==> src/rtl/uart_rx_cfg_if.sv <==
// Consumer-side bus of the configurable UART receiver: FIFO pop, error
// clear, show-ahead data and status flags.
interface uart_rx_cfg_if #(
   parameter int DATA_BITS = 8
);
   logic                 rd_en;
   logic                 clr_err;
   logic [DATA_BITS-1:0] rx_data;
   logic                 rx_rdy;
   logic                 fifo_full;
   logic                 frame_err;
   logic                 parity_err;
   logic                 overrun;

   // Consumer side: pops characters and clears errors
   modport master (
      output rd_en,
      output clr_err,
      input  rx_data,
      input  rx_rdy,
      input  fifo_full,
      input  frame_err,
      input  parity_err,
      input  overrun
   );

   // Receiver side
   modport slave (
      input  rd_en,
      input  clr_err,
      output rx_data,
      output rx_rdy,
      output fifo_full,
      output frame_err,
      output parity_err,
      output overrun
   );
endinterface

==> src/rtl/uart_rx_cfg.sv <==
// Parametrised UART receiver: 2-flop input synchroniser, mid-bit sampling
// FSM with optional parity and 1/2 stop bits, show-ahead character FIFO and
// sticky framing/parity/overrun flags.
module uart_rx_cfg #(
   parameter int CLK_PER_BAUD = 2604,
   parameter int DATA_BITS    = 8,
   parameter int PARITY       = 0,
   parameter int STOP_BITS    = 1,
   parameter int FIFO_DEPTH   = 4
) (
   input  logic          clk,
   input  logic          rst_n,
   input  logic          RX,
   uart_rx_cfg_if.slave  bus
);

   localparam int CW = $clog2(CLK_PER_BAUD);
   localparam int AW = $clog2(FIFO_DEPTH);

   localparam logic [CW-1:0] HALF_LAST = CW'(CLK_PER_BAUD / 2 - 1);
   localparam logic [CW-1:0] FULL_LAST = CW'(CLK_PER_BAUD - 1);
   localparam logic [3:0]    DATA_LAST = 4'(DATA_BITS - 1);
   localparam logic [3:0]    STOP_LAST = 4'(STOP_BITS - 1);
   localparam logic          ODD_PAR   = (PARITY == 2);
   localparam logic          HAS_PAR   = (PARITY != 0);

   localparam logic [2:0] S_IDLE  = 3'd0;
   localparam logic [2:0] S_START = 3'd1;
   localparam logic [2:0] S_DATA  = 3'd2;
   localparam logic [2:0] S_PAR   = 3'd3;
   localparam logic [2:0] S_STOP  = 3'd4;

   logic                 rx_m;
   logic                 rx_s;
   logic                 rx_s_d;
   logic [2:0]           state;
   logic [CW-1:0]        cnt;
   logic [3:0]           bit_cnt;
   logic                 par_bad;
   logic                 stop_bad;
   logic [DATA_BITS-1:0] shreg;

   logic [DATA_BITS-1:0] mem [FIFO_DEPTH];
   logic [AW:0]          wr_ptr;
   logic [AW:0]          rd_ptr;

   logic start_det;
   logic strobe;
   logic par_mismatch;
   logic frame_done;
   logic frame_bad;
   logic char_good;
   logic empty;
   logic full;
   logic pop;
   logic push;
   logic drop;
   logic frame_set;
   logic parity_set;
   logic frame_err;
   logic parity_err;
   logic overrun;

   // Two-flop synchroniser plus a delayed copy for falling-edge detection;
   // all preset high so reset never looks like a start bit.
   always_ff @(posedge clk or negedge rst_n) begin
      if (!rst_n) begin
         rx_m   <= 1'b1;
         rx_s   <= 1'b1;
         rx_s_d <= 1'b1;
      end else begin
         rx_m   <= RX;
         rx_s   <= rx_m;
         rx_s_d <= rx_s;
      end
   end

   assign start_det = (state == S_IDLE) && rx_s_d && !rx_s;

   // Half a bit into the start bit, then one full bit per sample.
   assign strobe = (state == S_START) ? (cnt == HALF_LAST)
                                      : ((state != S_IDLE) && (cnt == FULL_LAST));

   // Even parity: data xor parity bit must be 0; odd parity: must be 1.
   assign par_mismatch = (^shreg) ^ rx_s ^ ODD_PAR;

   assign frame_done = (state == S_STOP) && strobe && (bit_cnt == STOP_LAST);
   assign frame_bad  = stop_bad || !rx_s;
   assign char_good  = frame_done && !frame_bad && !par_bad;

   assign empty = (wr_ptr == rd_ptr);
   assign full  = (wr_ptr[AW] != rd_ptr[AW]) && (wr_ptr[AW-1:0] == rd_ptr[AW-1:0]);
   assign pop   = bus.rd_en && !empty;
   // A pop in the same cycle frees the slot, so a full FIFO still accepts.
   assign push  = char_good && (!full || pop);
   assign drop  = char_good && full && !pop;

   assign frame_set  = frame_done && frame_bad;
   assign parity_set = frame_done && par_bad;

   // Baud counter: restarts on start detect and on every sample strobe.
   always_ff @(posedge clk or negedge rst_n) begin
      if (!rst_n) begin
         cnt <= '0;
      end else if (start_det || strobe) begin
         cnt <= '0;
      end else if (state != S_IDLE) begin
         cnt <= cnt + 1'b1;
      end
   end

   // Frame sequencer: start qualification, data, optional parity, stop bits.
   always_ff @(posedge clk or negedge rst_n) begin
      if (!rst_n) begin
         state    <= S_IDLE;
         bit_cnt  <= '0;
         par_bad  <= 1'b0;
         stop_bad <= 1'b0;
      end else begin
         case (state)
            S_IDLE: begin
               if (start_det) begin
                  state    <= S_START;
                  bit_cnt  <= '0;
                  par_bad  <= 1'b0;
                  stop_bad <= 1'b0;
               end
            end
            S_START: begin
               if (strobe) begin
                  // Line back high at mid-start: a glitch, drop it silently.
                  state   <= rx_s ? S_IDLE : S_DATA;
                  bit_cnt <= '0;
               end
            end
            S_DATA: begin
               if (strobe) begin
                  if (bit_cnt == DATA_LAST) begin
                     bit_cnt <= '0;
                     state   <= HAS_PAR ? S_PAR : S_STOP;
                  end else begin
                     bit_cnt <= bit_cnt + 1'b1;
                  end
               end
            end
            S_PAR: begin
               if (strobe) begin
                  par_bad <= par_mismatch;
                  state   <= S_STOP;
               end
            end
            S_STOP: begin
               if (strobe) begin
                  stop_bad <= frame_bad;
                  if (bit_cnt == STOP_LAST) begin
                     state   <= S_IDLE;
                     bit_cnt <= '0;
                  end else begin
                     bit_cnt <= bit_cnt + 1'b1;
                  end
               end
            end
            default: state <= S_IDLE;
         endcase
      end
   end

   // Data shift register, LSB arrives first so bits enter at the top.
   always_ff @(posedge clk) begin
      if ((state == S_DATA) && strobe) begin
         shreg <= {rx_s, shreg[DATA_BITS-1:1]};
      end
   end

   // Character storage; contents need no reset, visibility is gated by the pointers.
   always_ff @(posedge clk) begin
      if (push) begin
         mem[wr_ptr[AW-1:0]] <= shreg;
      end
   end

   // FIFO pointers with an extra wrap bit to tell full from empty.
   always_ff @(posedge clk or negedge rst_n) begin
      if (!rst_n) begin
         wr_ptr <= '0;
         rd_ptr <= '0;
      end else begin
         if (push) begin
            wr_ptr <= wr_ptr + 1'b1;
         end
         if (pop) begin
            rd_ptr <= rd_ptr + 1'b1;
         end
      end
   end

   // Sticky error flags; a new event in the same cycle beats clr_err.
   always_ff @(posedge clk or negedge rst_n) begin
      if (!rst_n) begin
         frame_err  <= 1'b0;
         parity_err <= 1'b0;
         overrun    <= 1'b0;
      end else begin
         frame_err  <= frame_set  || (frame_err  && !bus.clr_err);
         parity_err <= parity_set || (parity_err && !bus.clr_err);
         overrun    <= drop       || (overrun    && !bus.clr_err);
      end
   end

   assign bus.rx_data    = empty ? '0 : mem[rd_ptr[AW-1:0]];
   assign bus.rx_rdy     = !empty;
   assign bus.fifo_full  = full;
   assign bus.frame_err  = frame_err;
   assign bus.parity_err = parity_err;
   assign bus.overrun    = overrun;

endmodule
==> src/flat_wrapper.sv <==
// flat-port wrapper written by rule: the top's interface ports become plain ports
module uart_rx_cfg_flat 
#(
   parameter int CLK_PER_BAUD = 2604,
   parameter int DATA_BITS    = 8,
   parameter int PARITY       = 0,
   parameter int STOP_BITS    = 1,
   parameter int FIFO_DEPTH   = 4
)
  (clk, rst_n, RX, bus_rd_en, bus_clr_err, bus_rx_data, bus_rx_rdy, bus_fifo_full, bus_frame_err, bus_parity_err, bus_overrun);
  uart_rx_cfg_if #(.DATA_BITS(DATA_BITS)) bus_i ();
  input  logic clk;
  input  logic rst_n;
  input  logic RX;
  input wire logic [$bits(bus_i.rd_en)-1:0] bus_rd_en;
  input wire logic [$bits(bus_i.clr_err)-1:0] bus_clr_err;
  output wire logic [$bits(bus_i.rx_data)-1:0] bus_rx_data;
  output wire logic [$bits(bus_i.rx_rdy)-1:0] bus_rx_rdy;
  output wire logic [$bits(bus_i.fifo_full)-1:0] bus_fifo_full;
  output wire logic [$bits(bus_i.frame_err)-1:0] bus_frame_err;
  output wire logic [$bits(bus_i.parity_err)-1:0] bus_parity_err;
  output wire logic [$bits(bus_i.overrun)-1:0] bus_overrun;
  assign bus_i.rd_en = bus_rd_en;
  assign bus_i.clr_err = bus_clr_err;
  assign bus_rx_data = bus_i.rx_data;
  assign bus_rx_rdy = bus_i.rx_rdy;
  assign bus_fifo_full = bus_i.fifo_full;
  assign bus_frame_err = bus_i.frame_err;
  assign bus_parity_err = bus_i.parity_err;
  assign bus_overrun = bus_i.overrun;
  uart_rx_cfg #(.CLK_PER_BAUD(CLK_PER_BAUD), .DATA_BITS(DATA_BITS), .PARITY(PARITY), .STOP_BITS(STOP_BITS), .FIFO_DEPTH(FIFO_DEPTH)) u_core (.clk(clk), .rst_n(rst_n), .RX(RX), .bus(bus_i));
endmodule
==> config.mk <==
export PLATFORM = sky130hd
export DESIGN_NAME = uart_rx_cfg_flat
export DESIGN_NICKNAME = d
export VERILOG_FILES = /design/src/rtl/uart_rx_cfg_if.sv /design/src/rtl/uart_rx_cfg.sv /design/src/flat_wrapper.sv
export SDC_FILE = /design/constraint.sdc
export NUM_CORES = 1
export LEC_CHECK = 0
export CAP_MARGIN = 10
export CELL_PAD_IN_SITES_DETAIL_PLACEMENT = 0
export CELL_PAD_IN_SITES_GLOBAL_PLACEMENT = 2
export CORE_ASPECT_RATIO = 1.1
export CORE_MARGIN = 4
export CORE_UTILIZATION = 47
export CTS_BUF_LIST = sky130_fd_sc_hd__clkbuf_8
export CTS_CLUSTER_DIAMETER = 60
export DETAILED_ROUTE_END_ITERATION = 12
export PLACE_DENSITY_LB_ADDON = 0.1
export SETUP_SLACK_MARGIN = 0.15
export SLEW_MARGIN = 10
export SYNTH_ARGS = -nofsm -noshare
export SYNTH_HDL_FRONTEND = slang
export SYNTH_SLANG_ARGS = --single-unit
export TNS_END_PERCENT = 5
==> constraint.sdc <==
create_clock -name clk -period 4.8 [get_ports clk]
set_input_delay 0.72 -clock clk [delete_from_list [all_inputs] [get_ports clk]]
set_output_delay 0.72 -clock clk [all_outputs]
set_load 0.02 [all_outputs]
# ---- Word level (Yosys, flattened, before mapping)
# Memory sizes are Yosys's and may differ from the RTL's.
# Cells that the tools add are included.
dict set report op_classes {
  n_shift 0
  bitwise 1
  muxes 27
  n_addsub 4
  n_mul 0
  div_mod_pow 0
  eq_ne 17
  reduce_logical 43
  magnitude_cmp 0
}
# cell n
set op_table {}
lappend op_table {{$mux W12} 2}
lappend op_table {{$mux W4} 6}
lappend op_table {{$mux W3} 7}
lappend op_table {{$logic_and A1 B1 Y1} 18}
lappend op_table {{$pmux W4 S4} 1}
lappend op_table {{$pmux W3 S5} 1}
lappend op_table {{$add A12 B1 Y12 const B} 1}
lappend op_table {{$eq A12 B11 Y1 const B} 1}
lappend op_table {{$eq A12 B12 Y1 const B} 1}
lappend op_table {{$ne A2 B1 Y1 const B} 6}
lappend op_table {{$mux W8} 1}
lappend op_table {{$reduce_xor A8 Y1} 1}
lappend op_table {{$logic_not A1 Y1} 7}
lappend op_table {{$reduce_and A7 Y1} 1}
lappend op_table {{$add A3 B1 Y3 const B} 2}
lappend op_table {{$eq A3 B2 Y1 const B} 2}
lappend op_table {{$logic_or A1 B1 Y1} 6}
lappend op_table {{$mux W1} 6}
lappend op_table {{$reduce_and A3 Y1} 2}
lappend op_table {{$reduce_bool A2 Y1} 3}
lappend op_table {{$reduce_and A5 Y1} 1}
lappend op_table {{$add A4 B1 Y4 const B} 1}
lappend op_table {{$eq A4 B3 Y1 const B} 1}
lappend op_table {{$logic_not A4 Y1} 1}
lappend op_table {{other kinds (12)} 13}
dict set report totals {
  elab_cells 107
  mem_bits_ro 0
  latchBits 0
  ramBits 32
  ff_bits 41
  memories 1
  out_inout_bits 13
}
# name depth width read_ports rd_clocked_by_memory_dff write_ports line
set memory_table {}
lappend memory_table {u_core.mem 4 8 1 0 1 uart_rx_cfg.sv:43} ;# logic [DATA_BITS-1:0] mem [FIFO_DEPTH];

# ---- Longest topological paths before layout
dict set report logic_depth {
  word_depth 10
  ltp_mapped 7
}

# ---- Least setup slack after synthesis
# Ideal clock, no wire load.
dict set report synth_timing {
  path_kind {register to register}
  start {register u_core.cnt[9]}
  end {memory u_core.mem[1][0], enable pin}
  t_arrival_ps 2163
  path_stages_with_launch 5
  path_buffers 0
  path_slack_ps 2305
  t_required_ps 4468
  setup_time_ps 332
  path_cell_list {dfrtp_1 -> or4b_1 -> or4_4 -> a2111oi_4 -> and2_1}
}
dict set report synth_between {
  elab_chain_len 10
  word_cells_on_any_way 11
  classes_between {2 x eq/ne; 3 x mux; 6 x reduce/logical}
}
# item line
set synth_rtl {}
lappend synth_rtl {{from (decl)} uart_rx_cfg.sv:37} ;# logic [CW-1:0] cnt;
lappend synth_rtl {{from (signal assigned)} uart_rx_cfg.sv:108} ;# cnt <= cnt + 1'b1;
lappend synth_rtl {{$eq A12 B12 Y1} uart_rx_cfg.sv:82} ;# : ((state != S_IDLE) && (cnt == FULL_LAST));
lappend synth_rtl {{$logic_and A1 B1 Y1} uart_rx_cfg.sv:82}
lappend synth_rtl {{$mux W1 (*)} uart_rx_cfg.sv:81} ;# assign strobe = (state == S_START) ? (cnt == HALF_LAST)
lappend synth_rtl {{$logic_and A1 B1 Y1 (*) (2 in a row)} uart_rx_cfg.sv:87} ;# assign frame_done = (state == S_STOP) && strobe && (bit_cnt == STOP_LAST);
lappend synth_rtl {{$logic_and A1 B1 Y1 (*) (2 in a row)} uart_rx_cfg.sv:89} ;# assign char_good = frame_done && !frame_bad && !par_bad;
lappend synth_rtl {{$logic_and A1 B1 Y1 (*)} uart_rx_cfg.sv:95} ;# assign push = char_good && (!full || pop);
lappend synth_rtl {{$mux W1 (*)} uart_rx_cfg.sv:177} ;# if (push) begin
lappend synth_rtl {{$mux W1 (implied by the code) (*)} uart_rx_cfg.sv:178} ;# mem[wr_ptr[AW-1:0]] <= shreg;
lappend synth_rtl {{to (decl)} uart_rx_cfg.sv:43}
# Every way passes the cells marked *; elsewhere a longest branch is shown, timed or not.

# ---- Final worst setup path
dict set report layout_timing {
  start {register u_core.rd_ptr[0]}
  end {output bus_rx_data[5]}
}
dict set report layout_between {
  elab_chain_len 2
  word_cells_on_any_way 3
  classes_between {1 x eq/ne; 1 x mux; 1 x memory}
}
# item line
set layout_rtl {}
lappend layout_rtl {{from (decl)} uart_rx_cfg.sv:45} ;# logic [AW:0] rd_ptr;
lappend layout_rtl {{from (signal assigned)} uart_rx_cfg.sv:192} ;# rd_ptr <= rd_ptr + 1'b1;
lappend layout_rtl {{$mem_v2 Z4 W8 or $eq A3 B3 Y1 (tied branches)} n/a}
lappend layout_rtl {{$mux W8 (*)} uart_rx_cfg.sv:210} ;# assign bus.rx_data = empty ? '0 : mem[rd_ptr[AW-1:0]];
lappend layout_rtl {{to (decl)} flat_wrapper.sv:17} ;# output wire logic [$bits(bus_i.rx_data)-1:0] bus_rx_data;
# Marks and branches as above.

==> results.txt <==
- Result of the run: completed
- Hold-fix buffers at CTS: 0
- Final routed wire length divided by cell count: 15.6 um
- Once the clock tree was built, the setup fixing pass inserted 0 buffers.
- The number of clock buffers added by TritonCTS is 9.
* Wire length of the first global-routing pass: 10.2 mm
* Yosys Warn Count: 0
- After detailed routing, the total wire length is 5.79 mm.
- Post-route cell area: 0.00389 sq mm
* Avg Vias per Cell: ~5.3
- Register bit total from synthesis: between 70 and 80
- The die covers between 0.008 and 0.009 sq mm.
- Post-Synth Simple-Gate Area: 14.7%
* Number of nets in the synthesized netlist: 271
- Slew HR: 28.6%
* TritonCTS clock tree: built
- The via count of the first global-routing pass was a little over 2,000.
- Type of element launching the critical path: flip-flop
- Once detailed placement completed, the half-perimeter wirelength came to around 3.9 mm.
- Of the available clock period, the critical path in the final layout requires between 60% and 70%.
- Summed negative setup slack over all endpoints: 0 ns
* Library cells used by synthesis: 54
- 0 antenna diodes ended up in the layout.
- The finished layout holds 370 standard cells, fillers aside.
- CTS built an H-tree with a depth of 3.
- Final hold vios: 0
- Data arrives at the worst endpoint at roughly 2.5 ns.
* IO Port Bufs: 17
- Setup violations remaining at the end of the flow were counted as 0.
* Layout cell share with drive strength beyond 1: between 10% and 20%
* XOR/XNOR Fraction of Synth Area: 6.69%
* Largest voltage drop on the vdd net: 306 uV
- Number of violations reported at the end of detailed-routing iteration 0: 93
- Most common flop cell mapped by yosys: sky130_fd_sc_hd__edfxtp_1
- Clock latency of the later-clocked register in the worst-skew pair: 0.34 ns
* Number of resized instances in the post-cts repair step: 0
* Unrepaired setup endpoints after global routing: false
- Total via count in the routed design: roughly 2,000
* Buffer cell driving the clock tree root: sky130_fd_sc_hd__clkbuf_8
- Initial Utilization: 48.3%
- Fraction of the mapped netlist area in compound gates: between 6 and 7%
- Sequential cells were found to cover 60.0% of the synthesized design area.
- The cell area that synthesis handed to floorplanning was roughly 0.0034 sq mm.
- The count of pins over their slew limit came to 0.
- Measured against the total synthesized area, the mux share comes to 5.95%.
- Mapped Cells: 257
* Gr usage total: between 15 and 20%
- Start-to-end type of the worst setup path: reg -> out
* Width of the chip: between 80 and 90 um
- Share of async-settable or async-resettable flops after synthesis: 45.2%
- Post-synthesis to final-layout area growth: 14.9%
- The synthesized design contains 40 enable-type register cells.
- Register-to-register path setup slack: 2.00 ns
- In this run the static leakage power is about 1.4 nW.
- The routed design could run at a clock period as short as 3.19 ns.
- After floorplanning, the core was sized to cover 0.00701 sq mm.
* Total Power Consumption: 1.80 mW
* Worst Path Max Fanout: 11
* Pin count of the biggest net entering global routing: 34
* # placed instances: ~350
- Once placement finished, the instance area stood at 0.00364 sq mm.
- Register clock-pin slew on the reported worst setup and hold paths: 0.08 ns
- 18 I/O pins were placed.
* Main combinational cell family by area after synthesis: simple AND/OR/NAND/NOR gates
- For the final database, setup skew stands at 0.00894 ns.
- Pwr Density: 463 mW/mm^2
* Class of the worst hold path: reg -> reg
* # Max-Cap Violations: 0
- For this run, the detailed router's first-pass iteration total came to 4.
* Synthesized-area fraction occupied by adder cells: under 10%
- Total clock sinks: 73
- In the final design database the tool counted 294 nets.
- At the end of the flow the core is filled with cells to 55.5%.
- Clock tree buffer depth: 2
* Cell Rows: 32
* Final weighted congestion in routability-driven placement: roughly 0.73
- Residual DRC: 0
* Initial antenna violation count: 0
* Floorplan die height: around 97 um
- The count of nets left with antenna violations once routing finished came out at 0.
* Fmax: 314 MHz
- For this run the aggregate overflow at the end of global routing stands at 0.
* Least-Margin Pin Slew: 1.06 ns
- The average instance in the mapped netlist occupies 13.2 sq um.
- Fill cells in the final layout number 597.
* Kind of end point of the critical path: primary output
- At the worst endpoint, the required time is 4.08 ns.
## metrics by stage
| stage | setup slack [ns] | hold WS (ns) |
|---|---|---|
| 3_3_place_gp | 1.94 | 0.349 |
| 4_1_cts | 1.54 | 0.362 |
| 5_1_grt | 1.39 | 0.367 |
| 6_report | 1.61 | 0.360 |
| 2_1_floorplan | 2.30 | 0.345 |
| 3_5_place_dp | 1.93 | 0.350 |
## layout by cell type (no fill, tap or decap), drive strengths merged, types with 4 or more instances in the layout
cell type / Yosys / routed
dfrtp: 30 / 30
nor2: 20 / 20
clkbuf: 6 / 9
a21oi: 4 / 4
nand2: 17 / 17
clkdlybuf4s50: 0 / 17
o21ai: 8 / 8
edfxtp: 40 / 40
xnor2: 18 / 18
inv: 13 / 15
nor3: 7 / 7
xor2: 7 / 7
ha: 9 / 9
and2: 15 / 15
nand4: 4 / 4
mux4: 8 / 8
nand3: 5 / 5
## layer usage
metal  wire (um)  track usage (%)
met5           0                0
met4          85             6.98
met3         137             2.56
met2        2860             23.3
met1        2710             21.2
## cells in the mapped netlist, drive strengths merged (2+ instances only)
| master | instances | area share (%) |
|---|---|---|
| nor2 | 20 | 2.2 |
| ha | 9 | 3.3 |
| inv | 13 | 1.4 |
| nor3 | 7 | 1.0 |
| xor2 | 7 | 2.0 |
| and3 | 3 | 0.55 |
| or3 | 2 | 0.37 |
| clkbuf | 6 | 0.96 |
| nand2b | 2 | 0.37 |
| o21ai | 8 | 1.2 |
| and2 | 15 | 3.0 |
| o31ai | 2 | 0.44 |
| edfxtp | 40 | 36 |
| a21oi | 4 | 0.59 |
| nand4 | 4 | 0.74 |
| nand2 | 17 | 1.9 |
| nor3b | 2 | 0.44 |
| mux4 | 8 | 5.3 |
| o22ai | 2 | 0.37 |
| nand4bb | 2 | 0.67 |
| o41ai | 3 | 0.78 |
| nor2b | 2 | 0.37 |
| xnor2 | 18 | 4.7 |
| dfstp | 3 | 2.3 |
| dfrtp | 30 | 22 |
| nand3 | 5 | 0.74 |
## flip-flops by register name (all words and copies together), names as in the netlist, 3 cells and up
register and cells:
u_core.bit_cnt 4, u_core.cnt 12, u_core.mem 32, u_core.rd_ptr 3, u_core.shreg 8, u_core.state 3
u_core.wr_ptr 3
## cell families after synthesis
logic type | Yosys count
adders and majority gates | 10
DFF | 73
AOI/OAI and AO/OA | 29
and+or+nand+nor | 90
buffers and inverters | 20
muxes | 10
xor gates and xnor gates | 25
## final cells by class
cell class | instances | area, sq um | share of cell area [%]
well taps | 85 | 106 | 2.74
clock buffers | 9 | 124 | 3.19
repair buffers | 19 | 185 | 4.76
clock inverters | 7 | 126 | 3.25
inverters | 13 | 48.8 | 1.26
multi-input cells | 164 | 1270 | 32.6
flip-flops and latches | 73 | 2030 | 52.2
## path summary, 6_finish.rpt
| check | start | endpoint | cells after the start |
|---|---|---|---|
| setup / recovery | u_core.rd_ptr[0] | bus_rx_data[5] | 5 |
| hold / removal | u_core.rx_m | u_core.rx_s | 0 |
| setup reg to reg | u_core.state[0] | u_core.mem[1][2] | 4 |
| hold reg to reg | u_core.rx_m | u_core.rx_s | 0 |
| max in group asynchronous | rst_n | u_core.rx_s | 2 |
| min in group asynchronous | rst_n | u_core.rd_ptr[2] | 2 |
## power by group
group          leakage (nW)  internal [mW]  switching, mW
clock network         0.122          0.351          0.238
registers             0.786          0.698         0.0905
logic                 0.530          0.236          0.185
## critical path: stages (launching register included)
cell and delay (ns):
sky130_fd_sc_hd__dfrtp_1 0.74, sky130_fd_sc_hd__xor2_1 0.27, sky130_fd_sc_hd__nor2_1 0.08, sky130_fd_sc_hd__nand2_1 0.26
sky130_fd_sc_hd__and2_1 0.19, sky130_fd_sc_hd__clkdlybuf4s50_1 0.60
Power figures use the tool's default switching activity.
